File: src/rtl/spi_obi_arbiter_if.sv
// Bus bundle between two OBI requesters, the arbiter and the SPI peripheral slave port.
// Signal suffixes are as seen from the arbiter; "slave" is the arbiter side, "master" the environment.
interface spi_obi_arbiter_if #(
    parameter int ADDR_WIDTH = 32,
    parameter int DATA_WIDTH = 32
);
    logic [1:0]                  m_req_i;
    logic [1:0]                  m_gnt_o;
    logic [2*ADDR_WIDTH-1:0]     m_addr_i;
    logic [1:0]                  m_we_i;
    logic [2*DATA_WIDTH/8-1:0]   m_be_i;
    logic [2*DATA_WIDTH-1:0]     m_wdata_i;
    logic [1:0]                  m_rvalid_o;
    logic [DATA_WIDTH-1:0]       m_rdata_o;
    logic                        s_req_o;
    logic                        s_gnt_i;
    logic [ADDR_WIDTH-1:0]       s_addr_o;
    logic                        s_we_o;
    logic [DATA_WIDTH/8-1:0]     s_be_o;
    logic [DATA_WIDTH-1:0]       s_wdata_o;
    logic                        s_rvalid_i;
    logic [DATA_WIDTH-1:0]       s_rdata_i;

    modport slave (
        input  m_req_i, m_addr_i, m_we_i, m_be_i, m_wdata_i, s_gnt_i, s_rvalid_i, s_rdata_i,
        output m_gnt_o, m_rvalid_o, m_rdata_o, s_req_o, s_addr_o, s_we_o, s_be_o, s_wdata_o
    );

    modport master (
        output m_req_i, m_addr_i, m_we_i, m_be_i, m_wdata_i, s_gnt_i, s_rvalid_i, s_rdata_i,
        input  m_gnt_o, m_rvalid_o, m_rdata_o, s_req_o, s_addr_o, s_we_o, s_be_o, s_wdata_o
    );
endinterface

File: src/rtl/spi_obi_arbiter.sv
// Round-robin two-port OBI arbiter in front of the SPI peripheral, with request lock
// and an in-order FIFO of granted IDs that steers responses back to their requester.
module spi_obi_arbiter #(
    parameter int ADDR_WIDTH      = 32,
    parameter int DATA_WIDTH      = 32,
    parameter int MAX_OUTSTANDING = 2
) (
    input  logic               clk_i,
    input  logic               rst_i,
    spi_obi_arbiter_if.slave   bus,
    output logic               err_o,
    output logic [0:0]         state_o
);
    localparam int CNT_W = $clog2(MAX_OUTSTANDING + 1);
    localparam int PTR_W = (MAX_OUTSTANDING > 1) ? $clog2(MAX_OUTSTANDING) : 1;
    localparam int BE_W  = DATA_WIDTH / 8;

    localparam logic [0:0] ST_FREE   = 1'b0;
    localparam logic [0:0] ST_LOCKED = 1'b1;

    logic [0:0]       state_q, state_d;
    logic             lock_id_q, lock_id_d;
    logic             ptr_q, ptr_d;
    logic             err_q, err_d;
    logic [CNT_W-1:0] cnt_q, cnt_d;
    logic [PTR_W-1:0] wr_q, wr_d, rd_q, rd_d;
    logic             fifo_q [MAX_OUTSTANDING];

    logic sel, fifo_full, fifo_empty, handshake, pop, head;

    function automatic logic [PTR_W-1:0] wrap_inc(input logic [PTR_W-1:0] p);
        if (p == PTR_W'(MAX_OUTSTANDING - 1)) return '0;
        return p + 1'b1;
    endfunction

    // Full uses the registered count, so a same-cycle pop cannot reopen the request path.
    assign fifo_full  = (cnt_q == CNT_W'(MAX_OUTSTANDING));
    assign fifo_empty = (cnt_q == '0);
    assign head       = fifo_q[rd_q];

    always_comb begin
        sel = ptr_q;
        if (state_q == ST_LOCKED)      sel = lock_id_q;
        else if (bus.m_req_i[ptr_q])   sel = ptr_q;
        else if (bus.m_req_i[~ptr_q])  sel = ~ptr_q;
    end

    assign bus.s_req_o   = !rst_i && bus.m_req_i[sel] && !fifo_full;
    assign handshake     = bus.s_req_o && bus.s_gnt_i;
    assign bus.m_gnt_o   = handshake ? (sel ? 2'b10 : 2'b01) : 2'b00;

    assign bus.s_addr_o  = sel ? bus.m_addr_i[2*ADDR_WIDTH-1:ADDR_WIDTH] : bus.m_addr_i[ADDR_WIDTH-1:0];
    assign bus.s_we_o    = bus.m_we_i[sel];
    assign bus.s_be_o    = sel ? bus.m_be_i[2*BE_W-1:BE_W] : bus.m_be_i[BE_W-1:0];
    assign bus.s_wdata_o = sel ? bus.m_wdata_i[2*DATA_WIDTH-1:DATA_WIDTH] : bus.m_wdata_i[DATA_WIDTH-1:0];

    assign pop            = !rst_i && bus.s_rvalid_i && !fifo_empty;
    assign bus.m_rvalid_o = pop ? (head ? 2'b10 : 2'b01) : 2'b00;
    assign bus.m_rdata_o  = bus.s_rdata_i;

    assign err_o   = err_q;
    assign state_o = state_q;

    always_comb begin
        state_d   = state_q;
        lock_id_d = lock_id_q;
        ptr_d     = ptr_q;
        wr_d      = wr_q;
        rd_d      = rd_q;
        err_d     = err_q;
        cnt_d     = cnt_q + CNT_W'(handshake) - CNT_W'(pop);
        case (state_q)
            ST_FREE: begin
                if (bus.s_req_o && !bus.s_gnt_i) begin
                    state_d   = ST_LOCKED;
                    lock_id_d = sel;
                end
            end
            default: begin
                if (handshake) state_d = ST_FREE;
            end
        endcase
        if (handshake) begin
            wr_d  = wrap_inc(wr_q);
            ptr_d = ~sel;
        end
        if (pop) rd_d = wrap_inc(rd_q);
        if (bus.s_rvalid_i && fifo_empty) err_d = 1'b1;
    end

    always_ff @(posedge clk_i) begin
        if (rst_i) begin
            state_q   <= ST_FREE;
            lock_id_q <= 1'b0;
            ptr_q     <= 1'b0;
            err_q     <= 1'b0;
            cnt_q     <= '0;
            wr_q      <= '0;
            rd_q      <= '0;
        end else begin
            state_q   <= state_d;
            lock_id_q <= lock_id_d;
            ptr_q     <= ptr_d;
            err_q     <= err_d;
            cnt_q     <= cnt_d;
            wr_q      <= wr_d;
            rd_q      <= rd_d;
            if (handshake) fifo_q[wr_q] <= sel;
        end
    end
endmodule
File: src/flat_wrapper.sv
// flat-port wrapper written by rule: the top's interface ports become plain ports
module spi_obi_arbiter_flat 
#(
    parameter int ADDR_WIDTH      = 32,
    parameter int DATA_WIDTH      = 32,
    parameter int MAX_OUTSTANDING = 2
)
  (clk_i, rst_i, err_o, state_o, bus_m_req_i, bus_m_addr_i, bus_m_we_i, bus_m_be_i, bus_m_wdata_i, bus_s_gnt_i, bus_s_rvalid_i, bus_s_rdata_i, bus_m_gnt_o, bus_m_rvalid_o, bus_m_rdata_o, bus_s_req_o, bus_s_addr_o, bus_s_we_o, bus_s_be_o, bus_s_wdata_o);
  spi_obi_arbiter_if #(.ADDR_WIDTH(ADDR_WIDTH), .DATA_WIDTH(DATA_WIDTH)) bus_i ();
  input  logic clk_i;
  input  logic rst_i;
  output logic err_o;
  output logic [0:0] state_o;
  input wire logic [$bits(bus_i.m_req_i)-1:0] bus_m_req_i;
  input wire logic [$bits(bus_i.m_addr_i)-1:0] bus_m_addr_i;
  input wire logic [$bits(bus_i.m_we_i)-1:0] bus_m_we_i;
  input wire logic [$bits(bus_i.m_be_i)-1:0] bus_m_be_i;
  input wire logic [$bits(bus_i.m_wdata_i)-1:0] bus_m_wdata_i;
  input wire logic [$bits(bus_i.s_gnt_i)-1:0] bus_s_gnt_i;
  input wire logic [$bits(bus_i.s_rvalid_i)-1:0] bus_s_rvalid_i;
  input wire logic [$bits(bus_i.s_rdata_i)-1:0] bus_s_rdata_i;
  output wire logic [$bits(bus_i.m_gnt_o)-1:0] bus_m_gnt_o;
  output wire logic [$bits(bus_i.m_rvalid_o)-1:0] bus_m_rvalid_o;
  output wire logic [$bits(bus_i.m_rdata_o)-1:0] bus_m_rdata_o;
  output wire logic [$bits(bus_i.s_req_o)-1:0] bus_s_req_o;
  output wire logic [$bits(bus_i.s_addr_o)-1:0] bus_s_addr_o;
  output wire logic [$bits(bus_i.s_we_o)-1:0] bus_s_we_o;
  output wire logic [$bits(bus_i.s_be_o)-1:0] bus_s_be_o;
  output wire logic [$bits(bus_i.s_wdata_o)-1:0] bus_s_wdata_o;
  assign bus_i.m_req_i = bus_m_req_i;
  assign bus_i.m_addr_i = bus_m_addr_i;
  assign bus_i.m_we_i = bus_m_we_i;
  assign bus_i.m_be_i = bus_m_be_i;
  assign bus_i.m_wdata_i = bus_m_wdata_i;
  assign bus_i.s_gnt_i = bus_s_gnt_i;
  assign bus_i.s_rvalid_i = bus_s_rvalid_i;
  assign bus_i.s_rdata_i = bus_s_rdata_i;
  assign bus_m_gnt_o = bus_i.m_gnt_o;
  assign bus_m_rvalid_o = bus_i.m_rvalid_o;
  assign bus_m_rdata_o = bus_i.m_rdata_o;
  assign bus_s_req_o = bus_i.s_req_o;
  assign bus_s_addr_o = bus_i.s_addr_o;
  assign bus_s_we_o = bus_i.s_we_o;
  assign bus_s_be_o = bus_i.s_be_o;
  assign bus_s_wdata_o = bus_i.s_wdata_o;
  spi_obi_arbiter #(.ADDR_WIDTH(ADDR_WIDTH), .DATA_WIDTH(DATA_WIDTH), .MAX_OUTSTANDING(MAX_OUTSTANDING)) u_core (.clk_i(clk_i), .rst_i(rst_i), .bus(bus_i), .err_o(err_o), .state_o(state_o));
endmodule
File: config.mk
export PLATFORM = sky130hd
export DESIGN_NAME = spi_obi_arbiter_flat
export DESIGN_NICKNAME = d
export VERILOG_FILES = /design/src/rtl/spi_obi_arbiter_if.sv /design/src/rtl/spi_obi_arbiter.sv /design/src/flat_wrapper.sv
export SDC_FILE = /design/constraint.sdc
export NUM_CORES = 1
export LEC_CHECK = 0
export ABC_AREA = 1
export CAP_MARGIN = 20
export CORE_AREA = 3 3 108 110
export CTS_CLUSTER_DIAMETER = 150
export DETAILED_ROUTE_END_ITERATION = 6
export DIE_AREA = 0 0 111 113
export GPL_TIMING_DRIVEN = 0
export PLACE_DENSITY = 0.67
export SYNTH_ARGS = -nofsm -noshare
export SYNTH_HDL_FRONTEND = slang
export SYNTH_SLANG_ARGS = --single-unit
File: constraint.sdc
create_clock -name clk_i -period 1.7 [get_ports clk_i]
set_input_delay 0.34 -clock clk_i [delete_from_list [all_inputs] [get_ports clk_i]]
set_output_delay 0.34 -clock clk_i [all_outputs]
set_load 0.01 [all_outputs]
==> results of run 1 <==
## cell usage in the layout, fill, tap and decap left out, types with 4 or more instances in the layout
| cell type | n |
|---|---|
| nand2_2 | 61 |
| dfxtp_1 | 6 |
| clkdlybuf4s50_1 | 173 |
| nand2_4 | 24 |
| nor2_1 | 13 |
| buf_2 | 46 |
| a21oi_1 | 4 |
| inv_1 | 7 |
| buf_12 | 4 |
| buf_6 | 45 |
| buf_8 | 6 |
| nand2_1 | 136 |
| buf_4 | 47 |
## through the flow
| stage | power [uW] | hold WS (ns) | cells | utilization, % | TNS (ns) |
|---|---|---|---|---|---|
| after floorplan | 832.9 | 0.4294 | 325 | - | 0 |
| after global placement | 1731 | 0.4504 | 715 | 40.10 | -80.99 |
| after detailed placement | 1744 | 0.4712 | 715 | 40.10 | -83.35 |
| after CTS | 2150 | 0.3822 | 746 | 43.31 | -12.71 |
| after global routing | 2463 | 0.4139 | 750 | 46.80 | -18.60 |
| final | 2311 | 0.3960 | 750 | 46.80 | -10.52 |
## power groups by stage
| stage | clock [uW] | sequential (uW) | combinational, uW |
|---|---|---|---|
| 2_1_floorplan | 0 | 308 | 525 |
| 3_3_place_gp | 0 | 308 | 1420 |
| 3_5_place_dp | 0 | 308 | 1440 |
| 4_1_cts | 271 | 307 | 1570 |
| 5_1_grt | 287 | 311 | 1860 |
| 6_report | 264 | 309 | 1740 |
## synth_stat cells, drive strengths merged
| library cell | n |
|---|---|
| edfxtp | 2 |
| xor2 | 1 |
| dfxtp | 9 |
| buf | 46 |
| a21oi | 8 |
| inv | 9 |
| o21ai | 3 |
| xnor2 | 1 |
| clkbuf | 1 |
| ha | 1 |
| nor2 | 17 |
| nand3 | 5 |
| nand2 | 222 |
## area by class of cell
cell class	count	area (um2)
clock buffer	4	45.04
sequential	11	244.0
multi-input combinational	259	1449
timing repair buffer	280	2651
fill	1053	5742
buffer	47	440.4
inverter	9	46.29
tap	140	175.2
## worst max-delay path, delay by kind of cell (launching register included)
| kind | cells | cell delay (ns) |
|---|---|---|
| AND/OR/NAND/NOR | 6 | 0.50 |
| flip-flops | 1 | 0.35 |
| buffers and inverters | 4 | 0.42 |
## layer usage
metal  track usage (%)  up-vias  part of all wire [%]  routed length [um]
li1                  -     1520                     -                   -
met1             15.79     1299                    36                3604
met2             28.96      119                    57                5776
met3             2.567       12                   6.3                 636
met4             2.956        0                   1.2                 121
met5                 0        -                     0                   0
## repair_timing
action	CTS	global route
setup endpoints to repair	74	74
cloned	10	2
buffers inserted	17	2
resized for setup	430	87
pin swaps	13	17
## cells by family after synthesis
| group | share of synthesized area [%] |
|---|---|
| AO/OA/AOI/OAI | 4.018 |
| XOR/XNOR | 1.062 |
| adder cells (fa/ha/maj) | 0.7580 |
| AND/OR/NAND/NOR | 58.53 |
| buffers and inverters | 21.08 |
| flip-flops | 14.56 |
## worst paths after layout
path	start	end	slack, ns	cells after the start
max	u_core.ptr_q	bus_s_wdata_o[13]	-0.17	10
min	rst_i	u_core.ptr_q	0.40	2
max reg2reg	u_core.cnt_q[1]	u_core.cnt_q[1]	0.08	11
min reg2reg	u_core.wr_q	u_core.wr_q	0.49	2
==> impl_metrics.csv, run 1 <==
group,metric,value,unit
worst_setup_path,endpoint_kind,"output port",
synth,yosysWarnings,0,
grt,first_global_vias,3020,
sta,finalHoldViolCount,0,
worst_setup_path,cp_max_fo,5,
pwr,power_frac_seq,13.4,%
placed_design,post_dp_cell_area,4328,um2
worst_setup_path,crit_type,"reg -> out",
synth,ys_types,22,
route,wl,10140,um
sta,period_minus_slack,1.867,ns
grt,grt_pass1_wl,14770,um
route,drt_pass1_iterations,4,
floorplan,die_h,113,um
synth,synth_seq_area_share,14.56,%
final_layout,drive_above_1_share,42.46,%
floorplan,dieArea,12540,um2
sta,setup_viol,72,
cts,cts_tree,"done",
cts,clock_sinks,11,
sta,rsz0062_at_grt,"yes",
sta,fmax,535.6,MHz
floorplan,initial_core_util,15.29,%
final_layout,area_growth,206.1,%
floorplan,io_pins,284,
final_layout,diodes,0,
worst_setup_path,crit_required,1.36,ns
synth,synth_top_area_share,49.58,%
floorplan,die_width,111,um
cts,htree_levels,1,
sta,max_slew_margin,79.08,%
pwr,p_int,1457,uW
grt,grt_overflow,0,
sta,tightest_slew,0.3129,ns
grt,grt_max_degree,12,
synth,synth_seq_cells,11,
cts,cts_max_path_buffers,2,
synth,syn_nets,502,
placed_design,place.gp.congestion,0.8486,
synth,yosysTopAreaCell,"nand2_1",
sta,fin_ws,-0.1672,ns
floorplan,num_rows,38,
synth,synth.area.top_cells,"nand2_1, buf_4, dfxtp_1",
sta,fin_worst_skew,0.0003727,ns
floorplan,core,10790,um2
outcome,violations,"setup timing",
pwr,ir_worst_vdd,0.0002491,V
worst_setup_path,cp-start-kind,"flip-flop",
cts,numCtsBuffers,3,
final_layout,nets,788,
synth,netlist_instances,325,
pwr,p_sw_share,36.94,%
route,wl_per_cell,13.52,um
worst_setup_path,critPathArrivalTime,1.53,ns
synth,synth.avg_cell_area,5.078,um2
route,vias,2950,
final_layout,final_area,5051,um2
route,routed_via_density,3.933,
placed_design,portBuffers,250,
cts,clk_latency,0.24,ns
pwr,p_leak,0.002469,uW
cts,clk_pin_slew,0.05,ns
outcome,status,"complete, but fails checks",
grt,antenna_found_initial,0,
cts,cts_hold_buf,0,
worst_setup_path,max_stage_delay,0.35,ns
worst_setup_path,slowest_stage,"dfxtp_2",
cts,cts-root-buf,"clkbuf_8",
pwr,p_sw,853.7,uW
sta,drv_slew,0,
route,ant_nets,0,
pwr,combPwrFrac,75.2,%
placed_design,post-dp-hpwl,7881,um
placed_design,pre_cts_slack,-1.237,ns
pwr,p_per_area,457.6,nW/um2
pwr,p_clk_share,11.4,%
flow_run,maxCapViolCount,0,
hold_path,hp-class,"in -> reg",
synth,syn_area,1650,um2
worst_setup_path,critical_path.cell_chain,"nor2_2, nor2_2, nand2_4, nand2_8, inv_12, buf_8, buf_8, nand2_2, nand2_2, buf_6",
route,drt_iter0_drc,98,
grt,grt_usage,14.46,%
sta,min_period_over_period,109.8,%
route,drc,0,
Note: power is estimated with default switching activity, not from simulation.
==> run 2: changes to the inputs <==
--- a/config.mk
+++ b/config.mk
@@ -7,12 +7,14 @@
 export LEC_CHECK = 0
 export ABC_AREA = 1
 export CAP_MARGIN = 20
-export CORE_AREA = 3 3 108 110
+export CORE_AREA = 3 3 110 112
+export CTS_BUF_LIST = sky130_fd_sc_hd__clkbuf_2 sky130_fd_sc_hd__clkbuf_4 sky130_fd_sc_hd__clkbuf_8
 export CTS_CLUSTER_DIAMETER = 150
 export DETAILED_ROUTE_END_ITERATION = 6
-export DIE_AREA = 0 0 111 113
+export DIE_AREA = 0 0 113 115
+export DONT_BUFFER_PORTS = 1
 export GPL_TIMING_DRIVEN = 0
-export PLACE_DENSITY = 0.67
+export PLACE_DENSITY = 0.33
 export SYNTH_ARGS = -nofsm -noshare
 export SYNTH_HDL_FRONTEND = slang
 export SYNTH_SLANG_ARGS = --single-unit
==> run 2 against run 1 <==
The run still ends with setup timing left. Core utilization fell by 23 points. Die area increased by 3.6%. Design area fell by 46%. Hold slack got worse by 0.22 ns. Largest cell class is now multi-input combinational cells.
==> impl_metrics.csv, run 2 (synthesis gave the netlist of run 1 again) <==
group,metric,value,unit
route,drc,0,
worst_setup_path,slowest_stage,"dfxtp_4",
grt,grt_max_degree,11,
grt,grt_overflow,0,
worst_setup_path,endpoint,"bus_m_gnt_o[0]",
floorplan,core,11320,um2
placed_design,post-dp-hpwl,6385,um
sta,rsz0062_at_grt,"yes",
sta,fmax,556.5,MHz
placed_design,pre_cts_slack,-0.5456,ns
pwr,p_leak,0.001323,uW
floorplan,num_rows,39,
final_layout,final_util,24.18,%
hold_path,min_path_cells,1,
worst_setup_path,cp.depth,8,
outcome,violations,"setup timing",
sta,finalHoldViolCount,0,
grt,grt_usage,10.37,%
floorplan,io_pins,284,
cts,cts_tree,"done",
grt,antenna_found_initial,0,
cts,cts-root-buf,"clkbuf_8",
hold_path,hp-class,"in -> reg",
final_layout,fill_cells,1304,
route,wl_per_cell,16.79,um
cts,numCtsBuffers,3,
worst_setup_path,max_stage_delay,0.36,ns
pwr,p_per_area,591.2,nW/um2
worst_setup_path,crit_required,1.36,ns
floorplan,dieArea,13000,um2
worst_setup_path,critPathArrivalTime,1.46,ns
cts,clk_latency,0.24,ns
worst_setup_path,path_delay_family,"simple AND/OR/NAND/NOR gates",
final_layout,drive_above_1_share,58.14,%
final_layout,diodes,0,
sta,fin_worst_skew,0.003496,ns
flow_run,maxCapViolCount,0,
sta,tightest_slew,0.2715,ns
cts,cts_hold_buf,0,
route,drt_pass1_iterations,4,
sta,fin_ws,-0.09692,ns
floorplan,die_width,113,um
worst_setup_path,r2r_end,"u_core.fifo_q[1]",
sta,min_period_over_period,105.7,%
cts,clk_pin_slew,0.05,ns
final_layout,nets,522,
final_layout,final_common_cell,"nand2_1",
grt,first_global_vias,1786,
worst_setup_path,reg2reg_slack,0.05,ns
final_layout,mostFrequentLayoutCells,"nand2_1, nand2_2, buf_4",
worst_setup_path,crit_start,"u_core.ptr_q",
placed_design,place.gp.congestion,0.6782,
route,drt_iter0_drc,41,
pwr,ir_worst_vdd,0.0003786,V
route,ant_nets,0,
route,wl,8178,um
worst_setup_path,crit_buf_inv,1,
floorplan,die_h,115,um
sta,period_minus_slack,1.797,ns
sta,drv_slew,0,
cts,htree_levels,1,
route,routed_via_density,4.191,
worst_setup_path,cp-start-kind,"flip-flop",
worst_setup_path,worst_r2r_path_depth,9,
grt,grt_pass1_wl,10380,um
cts,cts_max_path_buffers,2,
worst_setup_path,critical_path.cell_chain,"nand2_1, nand2_2, nand2_4, buf_6, a21oi_4, nor2_8, nand2_8, nor2_4",
cts,clock_sinks,11,
final_layout,area_growth,65.88,%
outcome,status,"complete, but fails checks",
worst_setup_path,rr_startpoint,"u_core.ptr_q",
worst_setup_path,cp_max_fo,5,
sta,max_slew_margin,81.71,%
sta,setup_viol,71,
floorplan,initial_core_util,14.58,%
route,vias,2041,
worst_setup_path,endpoint_kind,"output port",
worst_setup_path,crit_type,"reg -> out",
placed_design,portBuffers,0,
run 2: cell count changes in the layout (fill, tap and decap cells not counted), moves of 3 or more:
cell | before | now
buf_2 | 46 | 0
nand2_4 | 24 | 21
nand2_2 | 61 | 95
buf_4 | 47 | 38
nor2_4 | 0 | 5
nor2_1 | 13 | 9
dfxtp_2 | 3 | 0
clkdlybuf4s50_1 | 173 | 0
nand2_1 | 136 | 104
buf_6 | 45 | 4
run 2: repair_timing:
action,in CTS,in global routing
endpoints found under the setup margin,71,76
buffers inserted,5,3
gates cloned,4,3
resized for setup,121,87
pin swaps,8,20
run 2: how the worst min path moves through the flow:
| stage | from | endpoint |
|---|---|---|
| after detailed placement | bus_s_gnt_i | flip-flop |
| after global routing | bus_s_gnt_i | flip-flop |
| final | bus_s_gnt_i | flip-flop |
| after floorplan | bus_s_gnt_i | flip-flop |
| after CTS | bus_s_gnt_i | flip-flop |
| after global placement | bus_s_gnt_i | flip-flop |
run 2: layer usage:
layer	global-route usage (%)	part of all wire, %	up-vias
li1	-	-	988
met1	13.90	39	923
met2	18.56	54	128
met3	1.368	6.4	2
met4	0.7212	0.086	0
met5	0	0	-
run 2: worst register-to-register path, stage by stage (launching register included):
cell and delay (ns):
dfxtp_4 0.36, nand2_1 0.07, nand2_2 0.06, nand2_4 0.13, buf_6 0.12, a21oi_4 0.07
nor2_8 0.22, nand2_8 0.09, buf_4 0.16, nor2_2 0.08
run 2: where the power goes:
part | internal [uW] | switching [uW] | leakage (uW)
clock | 181 | 101 | 0.0000262
combinational | 411 | 615 | 0.00120
sequential | 289 | 22.5 | 0.0000936
run 2: per-stage QoR:
| step | power, uW | setup TNS, ns | instances | hold slack, ns | area [um2] |
|---|---|---|---|---|---|
| after floorplan | 832.9 | 0 | 325 | 0.4294 | 1650 |
| after CTS | 1499 | -4.749 | 481 | 0.1735 | 2362 |
| after global routing | 1741 | -9.136 | 487 | 0.1706 | 2738 |
| after global placement | 982.4 | -16.97 | 468 | 0.4332 | 1829 |
| final | 1619 | -3.738 | 487 | 0.1742 | 2738 |
| after detailed placement | 985.5 | -18.47 | 468 | 0.4371 | 1829 |
run 2: final cells by class:
type                    instances  area [um2]  share of cell area (%)
clock buffers                   4       48.80                   1.782
multi-input cells             260        1556                   56.86
repair buffers                 12       182.7                   6.673
plain buffers                  47       460.4                   16.82
inverters                       9       46.29                   1.691
repair inverters                1       16.27                  0.5941
well taps                     143       178.9                   6.536
flip-flops and latches         11       247.7                   9.049
==> run 3: changes to the inputs <==
--- a/config.mk
+++ b/config.mk
@@ -6,6 +6,7 @@
 export NUM_CORES = 1
 export LEC_CHECK = 0
 export ABC_AREA = 1
+export ABC_CLOCK_PERIOD_IN_PS = 1700
 export CAP_MARGIN = 20
 export CORE_AREA = 3 3 110 112
 export CTS_BUF_LIST = sky130_fd_sc_hd__clkbuf_2 sky130_fd_sc_hd__clkbuf_4 sky130_fd_sc_hd__clkbuf_8
@@ -15,6 +16,7 @@
 export DONT_BUFFER_PORTS = 1
 export GPL_TIMING_DRIVEN = 0
 export PLACE_DENSITY = 0.33
+export SLEW_MARGIN = 10
 export SYNTH_ARGS = -nofsm -noshare
 export SYNTH_HDL_FRONTEND = slang
 export SYNTH_SLANG_ARGS = --single-unit
==> results of run 3 <==
Same layout as run 2: the final DEF is identical, and so are final timing and power.
